## src/rtl/dispatch_pkg.sv

```systemverilog
`default_nettype none
// ============================================================================
//  Module   : dispatch_pkg
//  Purpose  : Shared field positions, operand-key helpers and the key-match
//             rule used by the dependency-aware dispatch arbiter.
//  Revision : 1.0  initial release
// ============================================================================
package dispatch_pkg;

    // Keys are carried zero-extended into this container for comparison.
    // Supported operand address widths therefore satisfy ADDR_W+1 <= 32.
    localparam int c_key_max_w = 32;

    typedef logic [c_key_max_w-1:0] key_t;

    typedef struct packed {
        key_t src;
        key_t dst;
    } key_pair_t;

    // Flag bit of the source operand (1 = register, 0 = memory).
    function automatic int src_flag_pos(input int aw);
        return 2 * aw + 1;
    endfunction

    // Flag bit of the destination operand.
    function automatic int dst_flag_pos(input int aw);
        return 2 * aw;
    endfunction

    // Lowest bit of the destination address field; source address sits at 0.
    function automatic int dst_addr_lsb(input int aw);
        return aw;
    endfunction

    // A key is the operand flag followed by its address.
    function automatic int key_width(input int aw);
        return aw + 1;
    endfunction

    // RAW, WAR and WAW on the full key (flag included).
    function automatic logic key_conflict(input key_pair_t nk, input key_pair_t ek);
        return (nk.src == ek.dst) || (nk.dst == ek.src) || (nk.dst == ek.dst);
    endfunction

endpackage : dispatch_pkg
`default_nettype wire

```

## src/rtl/dispatch_queue.sv

```systemverilog
`default_nettype none
// ============================================================================
//  Module   : dispatch_queue
//  Purpose  : One core channel: instruction + operand-key storage with write,
//             read and retire pointers. Reports whether a presented key pair
//             conflicts with any dispatched-but-unretired entry.
//  Revision : 1.0  initial release
// ============================================================================
module dispatch_queue
    import dispatch_pkg::*;
#(
    parameter int DEPTH   = 8,
    parameter int INSTR_W = 32,
    parameter int KW      = 12,
    parameter int CW      = $clog2(DEPTH + 1)
) (
    input  logic                clk,
    input  logic                reset,
    input  logic                wr_en,
    input  logic [INSTR_W-1:0]  wr_instr,
    input  logic [KW-1:0]       wr_src,
    input  logic [KW-1:0]       wr_dst,
    input  logic [KW-1:0]       chk_src,
    input  logic [KW-1:0]       chk_dst,
    output logic                conflict,
    output logic                full,
    output logic [CW-1:0]       count,
    output logic                out_valid,
    output logic [INSTR_W-1:0]  out_instr,
    input  logic                out_ready,
    input  logic                retire,
    output logic                retire_err
);

    localparam int c_iw = $clog2(DEPTH);
    localparam int c_pw = c_iw + 1;

    logic [c_pw-1:0]    r_wr_ptr;
    logic [c_pw-1:0]    r_rd_ptr;
    logic [c_pw-1:0]    r_ret_ptr;
    logic               r_retire_err;
    logic [INSTR_W-1:0] r_mem_instr [DEPTH];
    logic [KW-1:0]      r_mem_src   [DEPTH];
    logic [KW-1:0]      r_mem_dst   [DEPTH];

    logic [c_pw-1:0]    w_count;
    logic [DEPTH-1:0]   w_live;
    logic               w_conflict;
    key_pair_t          w_new_key;

    assign w_count    = r_wr_ptr - r_ret_ptr;
    assign full       = (w_count == c_pw'(DEPTH));
    assign count      = CW'(w_count);
    assign out_valid  = (r_rd_ptr != r_wr_ptr);
    assign out_instr  = out_valid ? r_mem_instr[r_rd_ptr[c_iw-1:0]] : '0;
    assign retire_err = r_retire_err;
    assign conflict   = w_conflict;
    assign w_new_key  = '{src: key_t'(chk_src), dst: key_t'(chk_dst)};

    // Mark every slot between ret_ptr and wr_ptr, read or not, as live.
    always_comb begin
        w_live = '0;
        for (int i = 0; i < DEPTH; i++) begin
            w_live[i] = ({1'b0, (c_iw'(i) - r_ret_ptr[c_iw-1:0])} < w_count);
        end
    end

    // OR of key matches over the live slots.
    always_comb begin
        w_conflict = 1'b0;
        for (int i = 0; i < DEPTH; i++) begin
            if (w_live[i] &&
                key_conflict(w_new_key, '{src: key_t'(r_mem_src[i]), dst: key_t'(r_mem_dst[i])})) begin
                w_conflict = 1'b1;
            end
        end
    end

    // Pointer advance for accept, read and retire; all three may coincide.
    always_ff @(posedge clk) begin
        if (reset) begin
            r_wr_ptr     <= '0;
            r_rd_ptr     <= '0;
            r_ret_ptr    <= '0;
            r_retire_err <= 1'b0;
        end else begin
            if (wr_en) begin
                r_wr_ptr <= r_wr_ptr + 1'b1;
            end
            if (out_valid && out_ready) begin
                r_rd_ptr <= r_rd_ptr + 1'b1;
            end
            if (retire) begin
                if (r_ret_ptr != r_rd_ptr) begin
                    r_ret_ptr <= r_ret_ptr + 1'b1;
                end else begin
                    r_retire_err <= 1'b1;
                end
            end
        end
    end

    // Entry storage; contents are only trusted inside the live window.
    always_ff @(posedge clk) begin
        if (wr_en) begin
            r_mem_instr[r_wr_ptr[c_iw-1:0]] <= wr_instr;
            r_mem_src[r_wr_ptr[c_iw-1:0]]   <= wr_src;
            r_mem_dst[r_wr_ptr[c_iw-1:0]]   <= wr_dst;
        end
    end

endmodule : dispatch_queue
`default_nettype wire

```

## src/rtl/dep_dispatch_arbiter.sv

```systemverilog
`default_nettype none
// ============================================================================
//  Module   : dep_dispatch_arbiter
//  Purpose  : Dispatches one instruction per cycle to N_CH core queues,
//             steering memory operations that depend on in-flight work to
//             the channel holding that work, round-robin otherwise.
//  Revision : 1.0  initial release
// ============================================================================
module dep_dispatch_arbiter
    import dispatch_pkg::*;
#(
    parameter int N_CH    = 2,
    parameter int DEPTH   = 8,
    parameter int INSTR_W = 32,
    parameter int ADDR_W  = 11
) (
    input  logic                             clk,
    input  logic                             reset,
    input  logic                             in_valid,
    input  logic [INSTR_W-1:0]               in_instr,
    output logic                             in_ready,
    output logic [N_CH-1:0]                  out_valid,
    output logic [N_CH*INSTR_W-1:0]          out_instr,
    input  logic [N_CH-1:0]                  out_ready,
    input  logic [N_CH-1:0]                  retire,
    output logic                             hazard_stall,
    output logic [N_CH*$clog2(DEPTH+1)-1:0]  ch_count,
    output logic [N_CH-1:0]                  retire_err
);

    localparam int c_kw       = key_width(ADDR_W);
    localparam int c_cw       = $clog2(DEPTH + 1);
    localparam int c_rr_w     = (N_CH > 1) ? $clog2(N_CH) : 1;
    localparam int c_pc_w     = $clog2(N_CH + 1);
    localparam int c_src_flag = src_flag_pos(ADDR_W);
    localparam int c_dst_flag = dst_flag_pos(ADDR_W);
    localparam int c_dst_lsb  = dst_addr_lsb(ADDR_W);

    logic [c_rr_w-1:0] r_rr;

    logic [c_kw-1:0]   w_src_key;
    logic [c_kw-1:0]   w_dst_key;
    logic              w_mem_op;
    logic [N_CH-1:0]   w_hit;
    logic [N_CH-1:0]   w_cvec;
    logic [N_CH-1:0]   w_full;
    logic [N_CH-1:0]   w_wr_en;
    logic [c_pc_w-1:0] w_popcnt;
    logic [c_rr_w-1:0] w_cidx;
    logic [c_rr_w-1:0] w_scan_idx;
    logic [c_rr_w-1:0] w_rr_idx;
    logic              w_rr_found;
    logic [c_rr_w-1:0] w_target;
    logic              w_has_target;
    logic              w_accept;

    assign w_src_key = {in_instr[c_src_flag], in_instr[ADDR_W-1:0]};
    assign w_dst_key = {in_instr[c_dst_flag], in_instr[c_dst_lsb +: ADDR_W]};
    assign w_mem_op  = !in_instr[c_src_flag] || !in_instr[c_dst_flag];
    assign w_cvec    = w_mem_op ? w_hit : '0;

    // Count conflicting channels and remember the (only meaningful) last one.
    always_comb begin
        w_popcnt = '0;
        w_cidx   = '0;
        for (int c = 0; c < N_CH; c++) begin
            if (w_cvec[c]) begin
                w_popcnt = w_popcnt + c_pc_w'(1);
                w_cidx   = c_rr_w'(c);
            end
        end
    end

    // First non-full channel at or after rr, with wrap.
    always_comb begin
        w_rr_found = 1'b0;
        w_rr_idx   = '0;
        w_scan_idx = '0;
        for (int i = 0; i < N_CH; i++) begin
            w_scan_idx = c_rr_w'((int'(r_rr) + i) % N_CH);
            if (!w_rr_found && !w_full[w_scan_idx]) begin
                w_rr_found = 1'b1;
                w_rr_idx   = w_scan_idx;
            end
        end
    end

    // Target choice: free round-robin, forced single channel, or none.
    always_comb begin
        w_has_target = 1'b0;
        w_target     = '0;
        if (w_popcnt == '0) begin
            w_has_target = w_rr_found;
            w_target     = w_rr_idx;
        end else if (w_popcnt == c_pc_w'(1)) begin
            w_has_target = 1'b1;
            w_target     = w_cidx;
        end
    end

    assign in_ready     = !reset && w_has_target && !w_full[w_target];
    assign hazard_stall = !reset && in_valid && (w_popcnt >= c_pc_w'(2));
    assign w_accept     = in_valid && in_ready;

    generate
        for (genvar g = 0; g < N_CH; g++) begin : g_ch
            assign w_wr_en[g] = w_accept && (w_target == c_rr_w'(g));

            dispatch_queue #(
                .DEPTH   (DEPTH),
                .INSTR_W (INSTR_W),
                .KW      (c_kw),
                .CW      (c_cw)
            ) u_queue (
                .clk        (clk),
                .reset      (reset),
                .wr_en      (w_wr_en[g]),
                .wr_instr   (in_instr),
                .wr_src     (w_src_key),
                .wr_dst     (w_dst_key),
                .chk_src    (w_src_key),
                .chk_dst    (w_dst_key),
                .conflict   (w_hit[g]),
                .full       (w_full[g]),
                .count      (ch_count[g*c_cw +: c_cw]),
                .out_valid  (out_valid[g]),
                .out_instr  (out_instr[g*INSTR_W +: INSTR_W]),
                .out_ready  (out_ready[g]),
                .retire     (retire[g]),
                .retire_err (retire_err[g])
            );
        end
    endgenerate

    // Round-robin pointer moves only on conflict-free accepts.
    always_ff @(posedge clk) begin
        if (reset) begin
            r_rr <= '0;
        end else if (w_accept && (w_popcnt == '0)) begin
            r_rr <= (w_target == c_rr_w'(N_CH - 1)) ? '0 : w_target + 1'b1;
        end
    end

endmodule : dep_dispatch_arbiter
`default_nettype wire
```

## config.mk

```make
export PLATFORM = sky130hd
export DESIGN_NAME = dep_dispatch_arbiter
export DESIGN_NICKNAME = d
export VERILOG_FILES = /design/src/rtl/dispatch_pkg.sv /design/src/rtl/dispatch_queue.sv /design/src/rtl/dep_dispatch_arbiter.sv
export SDC_FILE = /design/constraint.sdc
export NUM_CORES = 1
export LEC_CHECK = 0
export ABC_AREA = 1
export CORE_MARGIN = 4
export CORE_UTILIZATION = 43
export CTS_CLUSTER_DIAMETER = 60
export DETAILED_ROUTE_END_ITERATION = 10
export PLACE_DENSITY = 0.56
export RECOVER_POWER = 50
export SYNTH_ARGS = -nofsm -noshare
export SYNTH_HDL_FRONTEND = slang
export SYNTH_HIERARCHICAL = 1
export SYNTH_SLANG_ARGS = --single-unit
```

## constraint.sdc

```tcl
create_clock -name clk -period 18.9 [get_ports clk]
set_input_delay 5.67 -clock clk [delete_from_list [all_inputs] [get_ports clk]]
set_output_delay 5.67 -clock clk [all_outputs]
set_load 0.02 [all_outputs]
```

Word-level counts from Yosys, hierarchy flattened

Memory sizes are Yosys's and may differ from the RTL's. A register that Yosys moved wholly into a read port is not among the register bits.
Cells that the tools add are included.

Flip-flop bits (word level): 27
RAM bits: 896
Output and inout port bits: 78
Memories: 6

Memories:

| memory                      | words | width | read ports | clocked after Yosys merged registers in | wr ports | RTL line             | source |
|---|---|---|---|---|---|---|---|
| g_ch[0].u_queue.r_mem_instr | 8     | 32    | 1          | 1                                       | 1        | dispatch_queue.sv:42 | `logic [INSTR_W-1:0] r_mem_instr [DEPTH];` |
| g_ch[1].u_queue.r_mem_instr | 8     | 32    | 1          | 1                                       | 1        | dispatch_queue.sv:42 |  |
| g_ch[0].u_queue.r_mem_dst   | 8     | 12    | 8          | 0                                       | 1        | dispatch_queue.sv:44 | `logic [KW-1:0] r_mem_dst [DEPTH];` |
| g_ch[0].u_queue.r_mem_src   | 8     | 12    | 8          | 0                                       | 1        | dispatch_queue.sv:43 | `logic [KW-1:0] r_mem_src [DEPTH];` |
| g_ch[1].u_queue.r_mem_dst   | 8     | 12    | 8          | 0                                       | 1        | dispatch_queue.sv:44 |  |
| g_ch[1].u_queue.r_mem_src   | 8     | 12    | 8          | 0                                       | 1        | dispatch_queue.sv:43 |  |

Add/sub/neg operators: 27
$lt $le $gt $ge: 20
Equal/unequal tests: 55
Multiplexer cells: 45
Bitwise logic cells: 3
Reduce and logical (&&, ||, !) cells: 70

Operators with widths:

| operator                                                                      | number |
|---|---|
| 12-bit equality test                                                          | 48 |
| 3-bit by 4-bit less-than comparator with 1-bit output                         | 16 |
| 32-bit two-way mux                                                            | 2 |
| 1-bit two-way mux                                                             | 37 |
| 1-bit logical OR                                                              | 33 |
| 1-bit logical AND                                                             | 27 |
| 4-bit by 1-bit adder with 4-bit output (second input constant)                | 6 |
| 3-bit subtractor (first input constant)                                       | 8 |
| 4-bit != test                                                                 | 4 |
| 3-bit two-way mux                                                             | 4 |
| 1-bit by 3-bit subtractor with 3-bit output (first input constant)            | 4 |
| 2-bit by 3-bit subtractor with 3-bit output (first input constant)            | 4 |
| 4-bit equality test (second input constant)                                   | 2 |
| 2-bit AND reduction                                                           | 4 |
| 4-bit subtractor                                                              | 2 |
| 1-bit by 2-bit less-than comparator with 1-bit output (second input constant) | 3 |
| 1-bit zero test                                                               | 5 |
| 2-bit two-way mux                                                             | 2 |
| 1-bit inverter                                                                | 3 |
| 1-bit adder (second input constant)                                           | 2 |
| 2-bit by 1-bit adder with 2-bit output (second input constant)                | 1 |
| 2-bit by 1-bit equality test with 1-bit output (second input constant)        | 1 |
| 2-bit greater-or-equal comparator (second input constant)                     | 1 |
| 2-bit zero test                                                               | 1 |

Depth between registers and ports, before layout

Gate-level depths: netlist of the first run.
An unclocked memory read counts as a cell.

Depth after elaboration: 28
Depth in mapped cells: 29
Mapped depth without buffers: 29

By module

Netlist of the first run, hierarchy kept.

Modules (own cells, without submodules):

| module                            | instances | cells each | area an instance (um^2) | seq. area each (um^2) |
|---|---|---|---|---|
| dispatch_queue at g_ch[1].u_queue | 1         | 1869       | 20968.9                 | 13773.2 |
| dispatch_queue at g_ch[0].u_queue | 1         | 1857       | 20941.3                 | 13773.2 |
| dep_dispatch_arbiter              | 1         | 36         | 198.9                   | 20.0 |

Worst setup path after synthesis of the first run

OpenSTA, ideal clock, no wires.

Path kind: input -> output
From: input port in_instr[12]
To: output port in_ready
Arrival time: 7450 ps
Data required time: 13230 ps
Setup slack: 5780 ps
Stages on the path: 19
Path through: buf_2 -> buf_4 -> xnor2_1 -> nand2_1 -> nor2_1 -> nand3_1 -> nand3_1 -> nand2_1 -> nand2_1 -> nor2_1 -> nand2_1 -> o21ai_0 -> ha_1 -> inv_1 -> nor2_1 -> nand2_1 -> nand3_2 -> o211ai_1 -> inv_2

Longest elaborated chain between the ends: 23
Elaborated cells on any way between the ends: 112

Ends and longest elaborated chain:

| what                                                 | RTL line                    | source |
|---|---|---|
| start: declaration                                   | dep_dispatch_arbiter.sv:20  | `input logic [INSTR_W-1:0] in_instr,` |
| 12-bit equality test                                 | dispatch_pkg.sv:43          | `return (nk.src == ek.dst) \|\| (nk.dst == ek.src) \|\| (nk.dst == ek.dst);` |
| 1-bit logical OR (2 in a row)                        | dispatch_pkg.sv:43          |  |
| 1-bit logical AND                                    | dispatch_queue.sv:72        | `if (w_live[i] &&` |
| 1-bit two-way mux (7 in a row)                       | dispatch_queue.sv:72        |  |
| 1-bit two-way mux (*)                                | dispatch_queue.sv:72        |  |
| via w_hit[0]                                         | dep_dispatch_arbiter.sv:44  | `logic [N_CH-1:0] w_hit;` |
| 2-bit two-way mux (*)                                | dep_dispatch_arbiter.sv:60  | `assign w_cvec = w_mem_op ? w_hit : '0;` |
| 1-bit two-way mux (*)                                | dep_dispatch_arbiter.sv:67  | `if (w_cvec[c]) begin` |
| 2-bit by 1-bit adder with 2-bit output               | dep_dispatch_arbiter.sv:68  | `w_popcnt = w_popcnt + c_pc_w'(1);` |
| 2-bit two-way mux (*)                                | dep_dispatch_arbiter.sv:67  |  |
| 2-bit by 1-bit equality test with 1-bit output       | dep_dispatch_arbiter.sv:95  | `end else if (w_popcnt == c_pc_w'(1)) begin` |
| 1-bit two-way mux                                    | dep_dispatch_arbiter.sv:95  |  |
| 1-bit two-way mux                                    | dep_dispatch_arbiter.sv:92  | `if (w_popcnt == '0) begin` |
| 1-bit two-way mux (not written as such) (2 in a row) | dep_dispatch_arbiter.sv:101 | `assign in_ready = !reset && w_has_target && !w_full[w_target];` |
| 1-bit zero test                                      | dep_dispatch_arbiter.sv:101 |  |
| 1-bit logical AND (*)                                | dep_dispatch_arbiter.sv:101 |  |
| end: declaration                                     | dep_dispatch_arbiter.sv:21  | `output logic in_ready,` |

The timed path passes the listed nets; every way through them passes the cells marked *. The select of a mux whose other input is x is not followed.

Final worst setup path of the first run

From: input port in_instr[17]
To: output port in_ready

Same word-level chain as after synthesis.

==> flow_summary_export.csv, run 1 <==
group,metric,value,unit
die,rows,114,
cts,clk_path_buf_depth,3,
pwr,combPwrFrac,29.6,%
setup_path,ff2ff_setup_slack,12.14,ns
setup_path,required,13.23,ns
routing,route.detailed.drc,0,
pwr,p_int,4.11,mW
sta,maxSlewViolCount,538,
global_route,overflow,0,
cts,htreeDepth,3,
outcome,violations,"max-capacitance violations, max-slew violations",
logic_synthesis,yosysSeqAreaShare,65.5,%
hold_path,hold_depth,2,
logic_synthesis,syn-num-nets,3830,
sta,setup-tns-final,0,ns
setup_path,reg2reg_to,"g_ch[1].u_queue/r_mem_instr[4][9]",
logic_synthesis,ys_ff_latch,929,
cts,clkLatencyLatePin,0.68,ns
setup_path,worstPathCellList,"clkbuf_1 -> inv_1 -> nand2_1 -> nand2_1 -> nand2_1 -> nor2_1 -> nand3_1 -> nand3_1 -> nand2_1 -> nand2_1 -> nor2_1 -> nand2_1 -> o21ai_0 -> ha_1 -> inv_1 -> nor2_1 -> nand2_1 -> nand3_1 -> o211ai_1 -> inv_2 -> clkdlybuf4s50_1",
cts,numCtsBuffers,103,
setup_path,critPathArrivalTime,11.34,ns
cts,cts.clk_slew.worst_paths,0.05,ns
routing,via_count,27042,
sta,slew_headroom,-129,%
final_layout,layout-drive-gt1-share,5.90,%
logic_synthesis,synth_top_area_cell,"edfxtp_1",
routing,viasPerCell,5.18,
pwr,p_sw,2.13,mW
setup_path,worstReg2RegStart,"g_ch[0].u_queue/r_wr_ptr[0]",
final_layout,layout_common_cells,"896 x edfxtp_1, 766 x nand2_1, 565 x nor2_1",
place,hpwlAfterDp,58900,µm
pwr,seqPwrFrac,39.3,%
global_route,track_usage,21.5,%
sta,finalSetupViolations,0,
die,die_area,103000,µm²
setup_path,cp_max_fo,35,
logic_synthesis,netlist_instances,3762,
setup_path,cpMostUsedCell,"nand2_1",
pwr,peakVddDrop,0.118,mV
sta,fmax,58.8,MHz
cts,cts_hold_buf,0,
setup_path,end_kind,"output port",
routing,wl_per_cell,21.5,µm
logic_synthesis,synthTopCellsByArea,"edfxtp_1 64%, xnor2_1 9.5%, nand2_1 6.8%, nor2_1 5.2%, o21ai_0 4.1%",
final_layout,mostFrequentLayoutCell,"edfxtp_1",
sta,fin_hold_ws,0.451,ns
place,numPortBuffers,116,
sta,finClkSkew,0.0271,ns
hold_path,worstHoldStart,"g_ch[1].u_queue/retire_err",
cts,cts_tree,"done",
cts,ctsResizeCount,0,
global_route,antenna_found_initial,2,
routing,drtIter0Drc,2042,
final_layout,fin_cells,5223,
global_route,grt_start_max_net_pins,97,
pwr,power_leakage,16.7,nW
setup_path,path_buf_inv,5,
logic_synthesis,synthDistinctLibCells,34,
setup_path,max_stage_delay,1.95,ns
place,gp_congestion,0.823,
sta,worst_slew_pin_slew,3.43,ns
setup_path,r2r_cells,28,
global_route,grt_pass1_vias,26344,
routing,dr.pass1.iters,5,
hold_path,worstHoldEndpoint,"g_ch[1].u_queue/retire_err",
pwr,clkPwrFrac,31.1,%
die,fp.dieH,321,µm
die,coreArea,96900,µm²
logic_synthesis,netlist_area,42100,µm²
logic_synthesis,synth_area_per_cell,11.2,µm²
hold_path,hold_class,"register to register",
cts,post_cts_buffers,0,
final_layout,area_growth_syn_to_layout,13.0,%
routing,antenna_left,0,
sta,hold_violations,0,
setup_path,critPathTopFamily,"buffers and inverters",
pwr,power_density,131,nW/µm²
flow_run,max_cap_violations,16,
final_layout,nets,3933,
logic_synthesis,synth_warnings,6,
setup_path,critical_path_class,"input port to output port",
die,die_w,321,µm
pwr,total_power,6.24,mW
routing,drt_wl_total,112000,µm
pwr,netSwitchingFraction,34.2,%
outcome,status,"finished with violations",
sta,rsz0062_at_grt,"false",
logic_synthesis,yosysTopAreaCellShare,63.9,%
setup_path,cp_slowest_cell,"clkbuf_1",
cts,clkSinkCount,929,
setup_path,cp-start-kind,"input port",
place,placedCellCount,5036,
cts,cts_root_buf,"clkbuf_16",
die,ios,117,
global_route,grt_pass1_wl,167000,µm
die,initial_core_util,43.5,%
sta,period_needed,17.01,ns
sta,timing.final.crit_share,90.0,%
final_layout,fin_util,49.1,%
## worst min-delay path, stage by stage, from the launching register on
cell and delay (ns):
dfxtp_1 0.30, inv_1 0.05, a21oi_1 0.05
## area by class of cell
class                      count  area, µm²
timing repair buffer         171       1400
clock buffer                 128       2730
inverter                     212        798
clock inverter                58        538
sequential                   929      27600
multi-input combinational   2448      12900
fill                        8554      49300
antenna                        1       2.50
tap                         1276       1600
## registers in the layout, summed over array words and instances (netlist names), named ones only
signal / count
g_ch.u_queue/r_mem_instr: 512
g_ch.u_queue/retire_err: 2
g_ch.u_queue/r_rd_ptr: 8
g_ch.u_queue/r_mem_src: 192
g_ch.u_queue/r_wr_ptr: 8
g_ch.u_queue/r_mem_dst: 192
r_rr: 1
g_ch.u_queue/r_ret_ptr: 8
## worst max path at each step
stage | startpoint | endpoint | slack, ns | cells after the start
5_1_grt | in_instr[1] | in_ready | 1.58 | 20
3_5_place_dp | in_instr[12] | in_ready | 3.55 | 22
3_3_place_gp | in_instr[19] | in_ready | 3.53 | 22
6_report | in_instr[17] | in_ready | 1.89 | 21
2_1_floorplan | in_instr[12] | in_ready | 5.78 | 19
4_1_cts | in_instr[12] | in_ready | 3.54 | 22
## power groups by stage
stage / registers, mW / logic [mW] / clock network (mW)
finish: 2.45 / 1.85 / 1.94
CTS: 2.45 / 1.88 / 1.98
detailed placement: 2.49 / 1.87 / 0
floorplan: 2.45 / 1.17 / 0
global placement: 2.49 / 1.87 / 0
global route: 2.46 / 2.03 / 2.07
## stage by stage
stage               worst slack, ns  cell area [µm²]
global route                   1.58            47600
CTS                            3.54            47700
floorplan                      5.78            42100
detailed placement             3.55            44400
finish                         1.89            47600
global placement               3.53            44400
## synth_stat cells, drive strengths merged
cell type,n
nand2,769
or2,2
nor3,2
o211ai,3
o21bai,5
edfxtp,896
a31oi,64
nor4,2
fa,4
a21oi,24
buf,115
xnor2,461
dfxtp,33
ha,25
clkinv,6
nor2,581
xor2,8
nand3,76
o22ai,64
o21ai,352
nand4,6
clkbuf,58
inv,206
## logic make-up (layout without fill, tap and decap cells)
kind of cell	count (synthesis)	after routing	synth area share, %
simple gates	1438	1438	13.2
flops	929	929	65.5
compound gates	512	512	6.54
xor+xnor	469	469	9.88
buf+inv	385	569	4.04
fa+ha+maj	29	29	0.933
other cells	0	1	0
## routing by layer
layer | GRT usage [%] | share of wire, % | vias up
li1 | - | - | 12908
met1 | 30.2 | 46 | 13314
met2 | 35.2 | 47 | 685
met3 | 3.35 | 5.7 | 135
met4 | 5.59 | 2.1 | 0
met5 | 0 | 0 | -
(Power assumes the default switching activity.)
==> run 2, diff against run 1 <==
Settings changed: CAP_MARGIN from default to 10, SLEW_MARGIN from default to 5.
==> results of run 2 <==
Final layout, timing and power as in run 1 (identical DEF).
